===== src/rtl/wb_arbiter_if.sv =====
// Write-back arbiter bus: ALU and memory result handshakes, scoreboard
// set/query ports and the register-file write port.
interface wb_arbiter_if #(
  parameter int unsigned XLEN = 64
);
  logic            alu_valid;
  logic            alu_ready;
  logic [4:0]      alu_rd;
  logic [XLEN-1:0] alu_data;
  logic            mem_valid;
  logic            mem_ready;
  logic [4:0]      mem_rd;
  logic [XLEN-1:0] mem_data;
  logic            pend_set;
  logic [4:0]      pend_rd;
  logic [4:0]      rs1_addr;
  logic [4:0]      rs2_addr;
  logic            rs1_busy;
  logic            rs2_busy;
  logic            rd_write;
  logic [4:0]      rd_addr;
  logic [XLEN-1:0] rd_data;

  modport slave (
    input  alu_valid, alu_rd, alu_data, mem_valid, mem_rd, mem_data,
           pend_set, pend_rd, rs1_addr, rs2_addr,
    output alu_ready, mem_ready, rs1_busy, rs2_busy, rd_write, rd_addr, rd_data
  );

  modport master (
    output alu_valid, alu_rd, alu_data, mem_valid, mem_rd, mem_data,
           pend_set, pend_rd, rs1_addr, rs2_addr,
    input  alu_ready, mem_ready, rs1_busy, rs2_busy, rd_write, rd_addr, rd_data
  );
endinterface


===== src/rtl/wb_arbiter.sv =====
// Write-back arbiter: merges ALU results and FIFO-buffered load results onto
// the single register-file write port, and tracks loads pending write-back.
module wb_arbiter #(
  parameter int unsigned XLEN         = 64,
  parameter int unsigned DEPTH        = 2,
  parameter int unsigned STARVE_LIMIT = 4
) (
  input logic         clk,
  input logic         reset,
  wb_arbiter_if.slave bus
);
  localparam int unsigned RD_W  = 5;
  localparam int unsigned PTR_W = (DEPTH > 1) ? $clog2(DEPTH) : 1;
  localparam int unsigned CNT_W = $clog2(DEPTH + 1);
  localparam int unsigned STV_W = $clog2(STARVE_LIMIT + 1);
  localparam int unsigned NREG  = 32;

  typedef struct packed {
    logic [RD_W-1:0] rd;
    logic [XLEN-1:0] data;
  } wb_entry_t;

  wb_entry_t        fifo_q [DEPTH];
  logic [PTR_W-1:0] rd_ptr_q;
  logic [PTR_W-1:0] wr_ptr_q;
  logic [CNT_W-1:0] count_q;
  logic [STV_W-1:0] starve_q;
  logic [NREG-1:0]  pending_q;

  logic             fifo_empty_c;
  logic             force_c;
  logic             alu_wr_c;
  logic             pop_c;
  logic             push_c;
  logic             sel_valid_c;
  wb_entry_t        head_c;
  wb_entry_t        sel_c;
  logic [STV_W-1:0] starve_d;
  logic [NREG-1:0]  pending_d;

  // Selection, handshakes, starvation and scoreboard next-state
  always_comb begin
    fifo_empty_c  = (count_q == '0);
    head_c        = fifo_q[rd_ptr_q];
    force_c       = !reset && !fifo_empty_c && (starve_q == STV_W'(STARVE_LIMIT));
    bus.alu_ready = !force_c;
    bus.mem_ready = !reset && (count_q != CNT_W'(DEPTH));
    alu_wr_c      = bus.alu_valid && !force_c && (bus.alu_rd != '0);
    // A forced cycle never has an ALU write, so the head pops then as well
    pop_c         = !fifo_empty_c && !alu_wr_c;
    push_c        = bus.mem_valid && bus.mem_ready && (bus.mem_rd != '0);
    sel_valid_c   = alu_wr_c || pop_c;
    sel_c         = pop_c ? head_c : {bus.alu_rd, bus.alu_data};

    starve_d = starve_q;
    if (fifo_empty_c || pop_c) begin
      starve_d = '0;
    end else if (starve_q != STV_W'(STARVE_LIMIT)) begin
      starve_d = starve_q + STV_W'(1);
    end

    // Set is applied after clear so a same-cycle set wins
    pending_d = pending_q;
    if (pop_c) begin
      pending_d[head_c.rd] = 1'b0;
    end
    if (bus.pend_set && (bus.pend_rd != '0)) begin
      pending_d[bus.pend_rd] = 1'b1;
    end
    pending_d[0] = 1'b0;

    bus.rs1_busy = (bus.rs1_addr != '0) && pending_q[bus.rs1_addr];
    bus.rs2_busy = (bus.rs2_addr != '0) && pending_q[bus.rs2_addr];
  end

  // FIFO storage carries no reset; validity is tracked by count_q
  always_ff @(posedge clk) begin
    if (push_c) begin
      fifo_q[wr_ptr_q] <= {bus.mem_rd, bus.mem_data};
    end
  end

  // Control state and registered write port
  always_ff @(posedge clk) begin
    if (reset) begin
      rd_ptr_q     <= '0;
      wr_ptr_q     <= '0;
      count_q      <= '0;
      starve_q     <= '0;
      pending_q    <= '0;
      bus.rd_write <= 1'b0;
      bus.rd_addr  <= '0;
      bus.rd_data  <= '0;
    end else begin
      if (push_c) begin
        wr_ptr_q <= wr_ptr_q + PTR_W'(1);
      end
      if (pop_c) begin
        rd_ptr_q <= rd_ptr_q + PTR_W'(1);
      end
      count_q      <= count_q + CNT_W'(push_c) - CNT_W'(pop_c);
      starve_q     <= starve_d;
      pending_q    <= pending_d;
      bus.rd_write <= sel_valid_c;
      if (sel_valid_c) begin
        bus.rd_addr <= sel_c.rd;
        bus.rd_data <= sel_c.data;
      end
    end
  end
endmodule


===== src/flat_wrapper.sv =====
// flat-port wrapper written by rule: the top's interface ports become plain ports
module wb_arbiter_flat 
#(
  parameter int unsigned XLEN         = 64,
  parameter int unsigned DEPTH        = 2,
  parameter int unsigned STARVE_LIMIT = 4
)
  (clk, reset, bus_alu_valid, bus_alu_rd, bus_alu_data, bus_mem_valid, bus_mem_rd, bus_mem_data, bus_pend_set, bus_pend_rd, bus_rs1_addr, bus_rs2_addr, bus_alu_ready, bus_mem_ready, bus_rs1_busy, bus_rs2_busy, bus_rd_write, bus_rd_addr, bus_rd_data);
  wb_arbiter_if #(.XLEN(XLEN)) bus_i ();
  input logic clk;
  input logic reset;
  input wire logic [$bits(bus_i.alu_valid)-1:0] bus_alu_valid;
  input wire logic [$bits(bus_i.alu_rd)-1:0] bus_alu_rd;
  input wire logic [$bits(bus_i.alu_data)-1:0] bus_alu_data;
  input wire logic [$bits(bus_i.mem_valid)-1:0] bus_mem_valid;
  input wire logic [$bits(bus_i.mem_rd)-1:0] bus_mem_rd;
  input wire logic [$bits(bus_i.mem_data)-1:0] bus_mem_data;
  input wire logic [$bits(bus_i.pend_set)-1:0] bus_pend_set;
  input wire logic [$bits(bus_i.pend_rd)-1:0] bus_pend_rd;
  input wire logic [$bits(bus_i.rs1_addr)-1:0] bus_rs1_addr;
  input wire logic [$bits(bus_i.rs2_addr)-1:0] bus_rs2_addr;
  output wire logic [$bits(bus_i.alu_ready)-1:0] bus_alu_ready;
  output wire logic [$bits(bus_i.mem_ready)-1:0] bus_mem_ready;
  output wire logic [$bits(bus_i.rs1_busy)-1:0] bus_rs1_busy;
  output wire logic [$bits(bus_i.rs2_busy)-1:0] bus_rs2_busy;
  output wire logic [$bits(bus_i.rd_write)-1:0] bus_rd_write;
  output wire logic [$bits(bus_i.rd_addr)-1:0] bus_rd_addr;
  output wire logic [$bits(bus_i.rd_data)-1:0] bus_rd_data;
  assign bus_i.alu_valid = bus_alu_valid;
  assign bus_i.alu_rd = bus_alu_rd;
  assign bus_i.alu_data = bus_alu_data;
  assign bus_i.mem_valid = bus_mem_valid;
  assign bus_i.mem_rd = bus_mem_rd;
  assign bus_i.mem_data = bus_mem_data;
  assign bus_i.pend_set = bus_pend_set;
  assign bus_i.pend_rd = bus_pend_rd;
  assign bus_i.rs1_addr = bus_rs1_addr;
  assign bus_i.rs2_addr = bus_rs2_addr;
  assign bus_alu_ready = bus_i.alu_ready;
  assign bus_mem_ready = bus_i.mem_ready;
  assign bus_rs1_busy = bus_i.rs1_busy;
  assign bus_rs2_busy = bus_i.rs2_busy;
  assign bus_rd_write = bus_i.rd_write;
  assign bus_rd_addr = bus_i.rd_addr;
  assign bus_rd_data = bus_i.rd_data;
  wb_arbiter #(.XLEN(XLEN), .DEPTH(DEPTH), .STARVE_LIMIT(STARVE_LIMIT)) u_core (.clk(clk), .reset(reset), .bus(bus_i));
endmodule

===== config.mk =====
export PLATFORM = sky130hd
export DESIGN_NAME = wb_arbiter_flat
export DESIGN_NICKNAME = d
export VERILOG_FILES = /design/src/rtl/wb_arbiter_if.sv /design/src/rtl/wb_arbiter.sv /design/src/flat_wrapper.sv
export SDC_FILE = /design/constraint.sdc
export NUM_CORES = 1
export LEC_CHECK = 0
export ABC_AREA = 1
export BUFFER_PORTS_ARGS = -buffer_cell sky130_fd_sc_hd__buf_2
export CORE_MARGIN = 4
export CORE_UTILIZATION = 49
export CTS_BUF_LIST = sky130_fd_sc_hd__clkbuf_16
export CTS_CLUSTER_DIAMETER = 120
export DETAILED_ROUTE_END_ITERATION = 16
export PLACE_DENSITY = 0.76
export SLEW_MARGIN = 10
export SYNTH_ARGS = -nofsm -noshare
export SYNTH_HDL_FRONTEND = slang
export SYNTH_SLANG_ARGS = --single-unit

===== constraint.sdc =====
create_clock -name clk -period 4.3 [get_ports clk]
set_clock_uncertainty 0.15 [all_clocks]
set_input_delay 0.43 -clock clk [delete_from_list [all_inputs] [get_ports clk]]
set_output_delay 0.43 -clock clk [all_outputs]
set_load 0.005 [all_outputs]

==> results of run 1 <==
-- power by group through the flow --
stage	Clock, mW	Sequential (mW)	Combinational [mW]
6_report	2.09	2.67	0.596
4_1_cts	2.13	2.67	0.595
5_1_grt	2.22	2.68	0.667
3_5_place_dp	0	2.72	0.542
3_3_place_gp	0	2.72	0.531
2_1_floorplan	0	2.71	0.305
-- cell type report --
class | instances | area [um2]
Multi-Input combinational cell | 842 | 3730
Inverter | 66 | 247.7
Clock inverter | 21 | 155.1
Antenna cell | 1 | 2.502
Sequential cell | 247 | 6330
Fill cell | 1785 | 7795
Timing Repair Buffer | 307 | 1924
Tap cell | 275 | 344.1
Clock buffer | 25 | 625.6
-- sequential cells by signal, indices dropped and copies added (netlist names), named ones only --
signal,cells
u_core.rd_ptr_q,1
u_core.fifo_q,138
u_core.starve_q,3
u_core.bus.rd_data,64
u_core.count_q,2
u_core.bus.rd_write,1
u_core.wr_ptr_q,1
u_core.bus.rd_addr,5
u_core.pending_q,31
-- per-layer routing --
metal / wire length, um / vias up / share of wire (%)
li1: - / 4561 / -
met1: 11750 / 4319 / 40
met2: 14460 / 381 / 49
met3: 2397 / 65 / 8.1
met4: 919 / 2 / 3.1
met5: 13 / - / 0.044
-- Yosys cell counts, types with 7 or more instances --
| master | number | area share (%) |
|---|---|---|
| nand3_1 | 101 | 4.8 |
| inv_2 | 7 | 0.25 |
| nor2_1 | 153 | 5.4 |
| inv_1 | 59 | 2.1 |
| nand2_1 | 396 | 14 |
| o211ai_1 | 10 | 0.71 |
| mux2i_1 | 17 | 1.6 |
| edfxtp_1 | 138 | 39 |
| buf_4 | 8 | 0.57 |
| o21ai_1 | 11 | 0.52 |
| dfxtp_1 | 109 | 21 |
| buf_2 | 19 | 0.90 |
| o21ai_0 | 82 | 3.9 |
| clkbuf_1 | 16 | 0.57 |
| a21oi_1 | 47 | 2.2 |
| buf_1 | 11 | 0.39 |
-- stage by stage --
step	power (mW)	area, um2	std cells	setup WS, ns	hold WS (ns)
detailed placement	3.261	11890	1668	0.9120	0.2836
floorplan	3.016	10600	1214	0.9690	0.2892
global placement	3.248	11890	1668	1.022	0.2825
CTS	5.392	13360	1783	0.9991	0.02977
finish	5.354	13360	1784	1.012	0.04774
global route	5.570	13360	1784	0.6821	0.05023
-- how the worst min path moves through the flow --
stage / endpoint / slack (ns) / cells after the start
after floorplan: u_core.pending_q[3] / 0.29 / 2
after global placement: u_core.bus.rd_data[46] / 0.28 / 2
after detailed placement: u_core.bus.rd_data[1] / 0.28 / 2
after CTS: u_core.bus.rd_data[17] / 0.03 / 5
after global routing: u_core.bus.rd_data[3] / 0.05 / 3
final: u_core.bus.rd_data[24] / 0.05 / 3
-- logic make-up (layout without fill, tap and decap cells) --
kind of cell / Yosys count / in the layout / synth area share, %
mux: 17 / 17 / 1.607
other cells: 0 / 1 / 0
compound gates: 150 / 150 / 7.325
simple gates: 671 / 671 / 25.66
flops: 247 / 247 / 59.74
fa+ha+maj: 3 / 3 / 0.3545
xor+xnor: 1 / 1 / 0.08272
buf+inv: 125 / 419 / 5.234
-- worst register-to-register path, delay by kind of cell (launching register included) --
family / cells / cell delay [ns]
buffers and inverters: 2 / 0.84
adders and majority gates: 1 / 0.20
AOI/OAI and AO/OA: 1 / 0.15
DFF: 1 / 0.41
and+or+nand+nor: 7 / 1.43
==> impl_results.md, run 1 <==
- Pin count of the biggest net entering global routing: 106
- TritonCTS buffer count: 25
- Post-DR wirelength/cell: 16.56 um
- CP cell instances: inv_2, nand2_2, nand3_4, nand3_4, buf_4, nand3_1, o21ai_0, ha_1, nand3_1, nand2_1, nor2_1
- Final Setup Violations: 0
- Met2 GRT Util: 42.24%
- Grt peak-use layer: met2
- Final Hold Viols: 0
- Critical Path AT: 3.56 ns
- Worst setup path endpoint: u_core.count_q[1]
- LEAKAGE: 5.843 nW
- Internal power: 4.030 mW
- Max incr delay on CP: 0.79 ns
- Sequential element share of the synthesized area: 59.74%
- Number of synthesized register bits: 247
- Most frequent cells in the layout: 396 x nand2_1, 231 x buf_2, 151 x nor2_1, 138 x edfxtp_1, 108 x dfxtp_1
- Worst path required time: 4.57 ns
- Hold buffers post-CTS: 69
- R2r startpoint: u_core.count_q[1]
- DRC violations left: 0
- GR Util met1: 30.37%
- GR Layer Usage met3: 4.840%
- Post-CTS Setup Bufs: 0
- Max clock buf depth: 3
- Final worst path period need: 3.288 ns
- Worst-case reg-to-reg path depth: 11
- Comb pwr share: 11.1%
- Outcome: finished, final reports clean
- Routed vias/inst: 5.229
- Fmax: 304.2 MHz
- Setup slack, reg-to-reg: 1.01 ns
- Asr flop ratio synth: 0%
- Worst Hold Class: primary input to flop
- Total wire length: 29.54 mm
- Initial antenna violation count: 2
- Routability Congestion: 0.9231
- DRT antenna net count: 0
- Reg2Reg Capture Point: u_core.count_q[1]
- CP startpoint kind: flop
- Site Rows: 53
- Drt pass-1 iters: 5
- # nets final: 1650
- Share of power burned in registers: 49.9%
- CTS clock-pin slew for the worst setup and hold paths: 0.06 ns
- Hold Startpoint: bus_alu_data[24]
- Pins Over Slew Limit: 0
- Number of port buffers: 231
- Vias in the first global route: 9220
- Clock Tree Root: clkbuf_16
- Critical path depth in cells: 11
- EDFF count, synth: 138
- Main flop type after synthesis: edfxtp_1
- RSZ-0062 raised after global routing: no
- Initial Utilization: 50.06%
- Grt total ovfl: 0
- Die Wd: 155.0 um
- Commonest non-fill, non-tap cell in the layout: nand2_1
- Tightest Pin Transition: 1.025 ns
- Total Routing Usage GR: 24.17%
- YS warnings: 0
- First-pass GRT wire length: 47.16 mm
- CTS tree: yes
- Max IR drop VDD: 0.3653 mV
- Synth cell types: 28
- Synthesis-to-finish area growth: 26.15%
- Die Y: 155.0 um
- DPL Wire Length: 19.42 mm
- Slowest CP cell: buf_4
- Number of max-cap violations: 0
- Gates resized, CTS repair: 0
- Mapped Cells: 1214
- Bufs and invs on worst path: 2
- IO Count: 232
- Period utilization: 76.46%
- Post-synthesis net count: 1375
- TNS Setup: 0 ns
- Relative slew slack: 31.64%
- H-tree depth: 1
- Crit Path Category: flop to flop
- Worst Setup SP: u_core.count_q[1]
- Die area: 24030 um2
- Sw Ratio: 24.74%
- Syn Area/Cell: 8.723 um2
- Crit Path Max Fanout: 105
- Clk Latency, worst-skew pair: 0.53 ns
- Net Switching: 1.324 mW
- Power Density: 400.8 nW/um2
- Vias after detailed routing: 9328
- Netlist Area Pre-Place: 10590 um2
- Initial drt markers: 600
- Layout Utilization: 63.15%
- Share of cells above drive strength 1: 19.23%
- Clock sinks: 247
- Clock power share: 39.0%
- Core Region: 21150 um2
- CP Capture Type: flop
- CP top delay family: simple AND/OR/NAND/NOR gates
(Power assumes the default switching activity.)
==> run 2, diff against run 1 <==
- CORE_UTILIZATION: 49 -> 54
- PLACE_DENSITY: 0.76 -> 0.79
- clock period: 4.3 -> 3.05 ns (I/O delays scaled with it)
==> run 2 against run 1 <==
Combinational power is 58% higher. Clock power increased by 37%. Maximum frequency is 23% higher. Via count increased by 7.0%. Die area down 8.8%. Worst hold slack got worse by 0.031 ns. Sequential share of layout area shrank 2.2 points. Critical path type unchanged. Largest cell class unchanged. Largest power group unchanged.
==> impl_results.md, run 2 (synthesis results as in run 1) <==
- Max FFs per register: 138
- Clock power share: 37.9%
- Die area: 21920 um2
- Total Routing Usage GR: 28.13%
- Final Setup Violations: 0
- Register name with the most flops: u_core.fifo_q
- Number of port buffers: 231
- Site Rows: 50
- Initial drt markers: 835
- Crit Path Max Fanout: 34
- Vias after detailed routing: 9980
- Share of power burned in registers: 49.7%
- Worst Hold Class: primary input to flop
- Fmax: 375.1 MHz
- Top Registers: u_core.fifo_q (138), u_core.bus.rd_data (64), u_core.pending_q (31)
- Post-DR wirelength/cell: 17.07 um
- Routed vias/inst: 5.418
- Initial Utilization: 55.68%
- Pin count of the biggest net entering global routing: 92
- Crit Path Category: flop to flop
- Period utilization: 87.40%
- Clock sinks: 247
- Commonest non-fill, non-tap cell in the layout: nand2_1
- Pins Over Slew Limit: 0
- Bufs and invs on worst path: 2
- Sw Ratio: 24.74%
- Clock Tree Root: clkbuf_16
- Max incr delay on CP: 0.56 ns
- Routability Congestion: 0.8885
- Comb pwr share: 12.4%
- Critical Path AT: 2.92 ns
- CP cell instances: inv_2, nand2_2, nand3_4, nand3_4, nand2_2, nand2_2, inv_2, nand2_1, nand2_1
- Critical path depth in cells: 9
- Net Switching: 1.874 mW
- Worst path required time: 3.31 ns
- Post-CTS Setup Bufs: 0
- CTS tree: yes
- Power Density: 540.5 nW/um2
- Initial antenna violation count: 4
- Grt total ovfl: 0
- Slowest CP cell: nand2_2
- Drt pass-1 iters: 7
- Pwr Total: 7.573 mW
- CP Capture Type: flop
- Max IR drop VDD: 0.4065 mV
- Number of max-cap violations: 0
- Hold path depth: 5
- Die Y: 148.0 um
- Internal power: 5.699 mW
- # nets final: 1719
- First-pass GRT wire length: 49.89 mm
- CTS clock-pin slew for the worst setup and hold paths: 0.06 ns
- Outcome: finished, final reports clean
- TritonCTS buffer count: 26
- Relative slew slack: 38.56%
- Fill count: 1340
- LEAKAGE: 6.133 nW
- Gates resized, CTS repair: 0
- Final Hold Viols: 0
- DPL Wire Length: 19.08 mm
- Share of cells above drive strength 1: 18.57%
- H-tree depth: 1
- Max clock buf depth: 3
- IO Count: 232
- Die Wd: 148.0 um
- Final worst path period need: 2.666 ns
- RSZ-0062 raised after global routing: no
- Vias in the first global route: 9730
- Synthesis-to-finish area growth: 32.30%
- Hold slack: 0.01665 ns
- DRT antenna net count: 0
- Most frequent cells in the layout: 396 x nand2_1, 231 x buf_2, 151 x nor2_1, 138 x edfxtp_1, 132 x dlygate4sd3_1
- CP top delay family: simple AND/OR/NAND/NOR gates
- Total wire length: 31.45 mm
- Worst-case reg-to-reg path depth: 9
- CP startpoint kind: flop
- Tightest Pin Transition: 0.9132 ns
- Core Region: 19020 um2
- Clk Latency, worst-skew pair: 0.52 ns
- DRC violations left: 0
- Worst path most repeated cell: nand2_2
[run 2: changes by cell type in the layout (fill, tap and decap cells not counted), sizes merged]
cell         change
clkbuf           +1
bufinv           -1
clkinv           +4
diode            +3
dlygate4sd3     +63
inv              -2
buf              +5
[run 2: final timing paths]
kind                                             start                      to  slack (ns)
worst min-delay path                     bus_alu_rd[2]   u_core.bus.rd_addr[2]        0.02
worst max-delay path                 u_core.count_q[1]  u_core.bus.rd_data[31]        0.38
worst max register to register       u_core.count_q[1]  u_core.bus.rd_data[31]        0.38
worst min register to register  u_core.bus.rd_data[62]  u_core.bus.rd_data[62]        0.30
[run 2: area by class of cell]
| cell class | instances | area (um2) | area share (%) |
|---|---|---|---|
| clock buffers | 26 | 650.6 | 4.644 |
| multi-input cells | 842 | 3730 | 26.62 |
| well taps | 260 | 325.3 | 2.322 |
| diodes | 4 | 10.01 | 0.07144 |
| flip-flops and latches | 247 | 6330 | 45.18 |
| repair buffers | 375 | 2592 | 18.50 |
| inverters | 66 | 247.7 | 1.768 |
| clock inverters | 22 | 125.1 | 0.8930 |
[run 2: what timing repair did]
item                                    4_1_cts  5_1_grt
endpoints found under the hold margin       203        0
hold buffers                                132        0
endpoints found under the setup margin        0        0
[run 2: power groups by stage]
| stage | clock, mW | sequential (mW) | combinational, mW |
|---|---|---|---|
| after floorplan | 0 | 3.82 | 0.430 |
| after CTS | 2.90 | 3.76 | 0.916 |
| after global routing | 3.04 | 3.77 | 1.04 |
| after global placement | 0 | 3.82 | 0.757 |
| final | 2.87 | 3.76 | 0.941 |
| after detailed placement | 0 | 3.83 | 0.777 |
[run 2: worst min-delay path, stage by stage]
cell	delay, ns
buf_2	0.11
nand2_1	0.07
nand3_1	0.07
nand2_1	0.05
inv_1	0.04
[run 2: stage by stage]
step / utilization [%] / setup WS, ns / cells / instance area [um2] / setup TNS (ns)
after floorplan: - / -0.1560 / 1214 / 10600 / -20.23
after global placement: 62.59 / 0.5577 / 1658 / 11900 / 0
after detailed placement: 62.59 / 0.4805 / 1658 / 11900 / 0
after CTS: 73.62 / 0.4491 / 1838 / 14000 / 0
after global routing: 73.66 / 0.1855 / 1841 / 14010 / 0
final: 73.67 / 0.3842 / 1842 / 14010 / 0
[run 2: per-layer routing]
| layer | part of all wire [%] | GRT usage [%] | vias to the layer above |
|---|---|---|---|
| met5 | 0.041 | 0 | - |
| met4 | 4.5 | 11.92 | 2 |
| met3 | 8.7 | 5.702 | 114 |
| met2 | 49 | 47.84 | 564 |
| met1 | 38 | 35.08 | 4600 |
| li1 | - | - | 4700 |
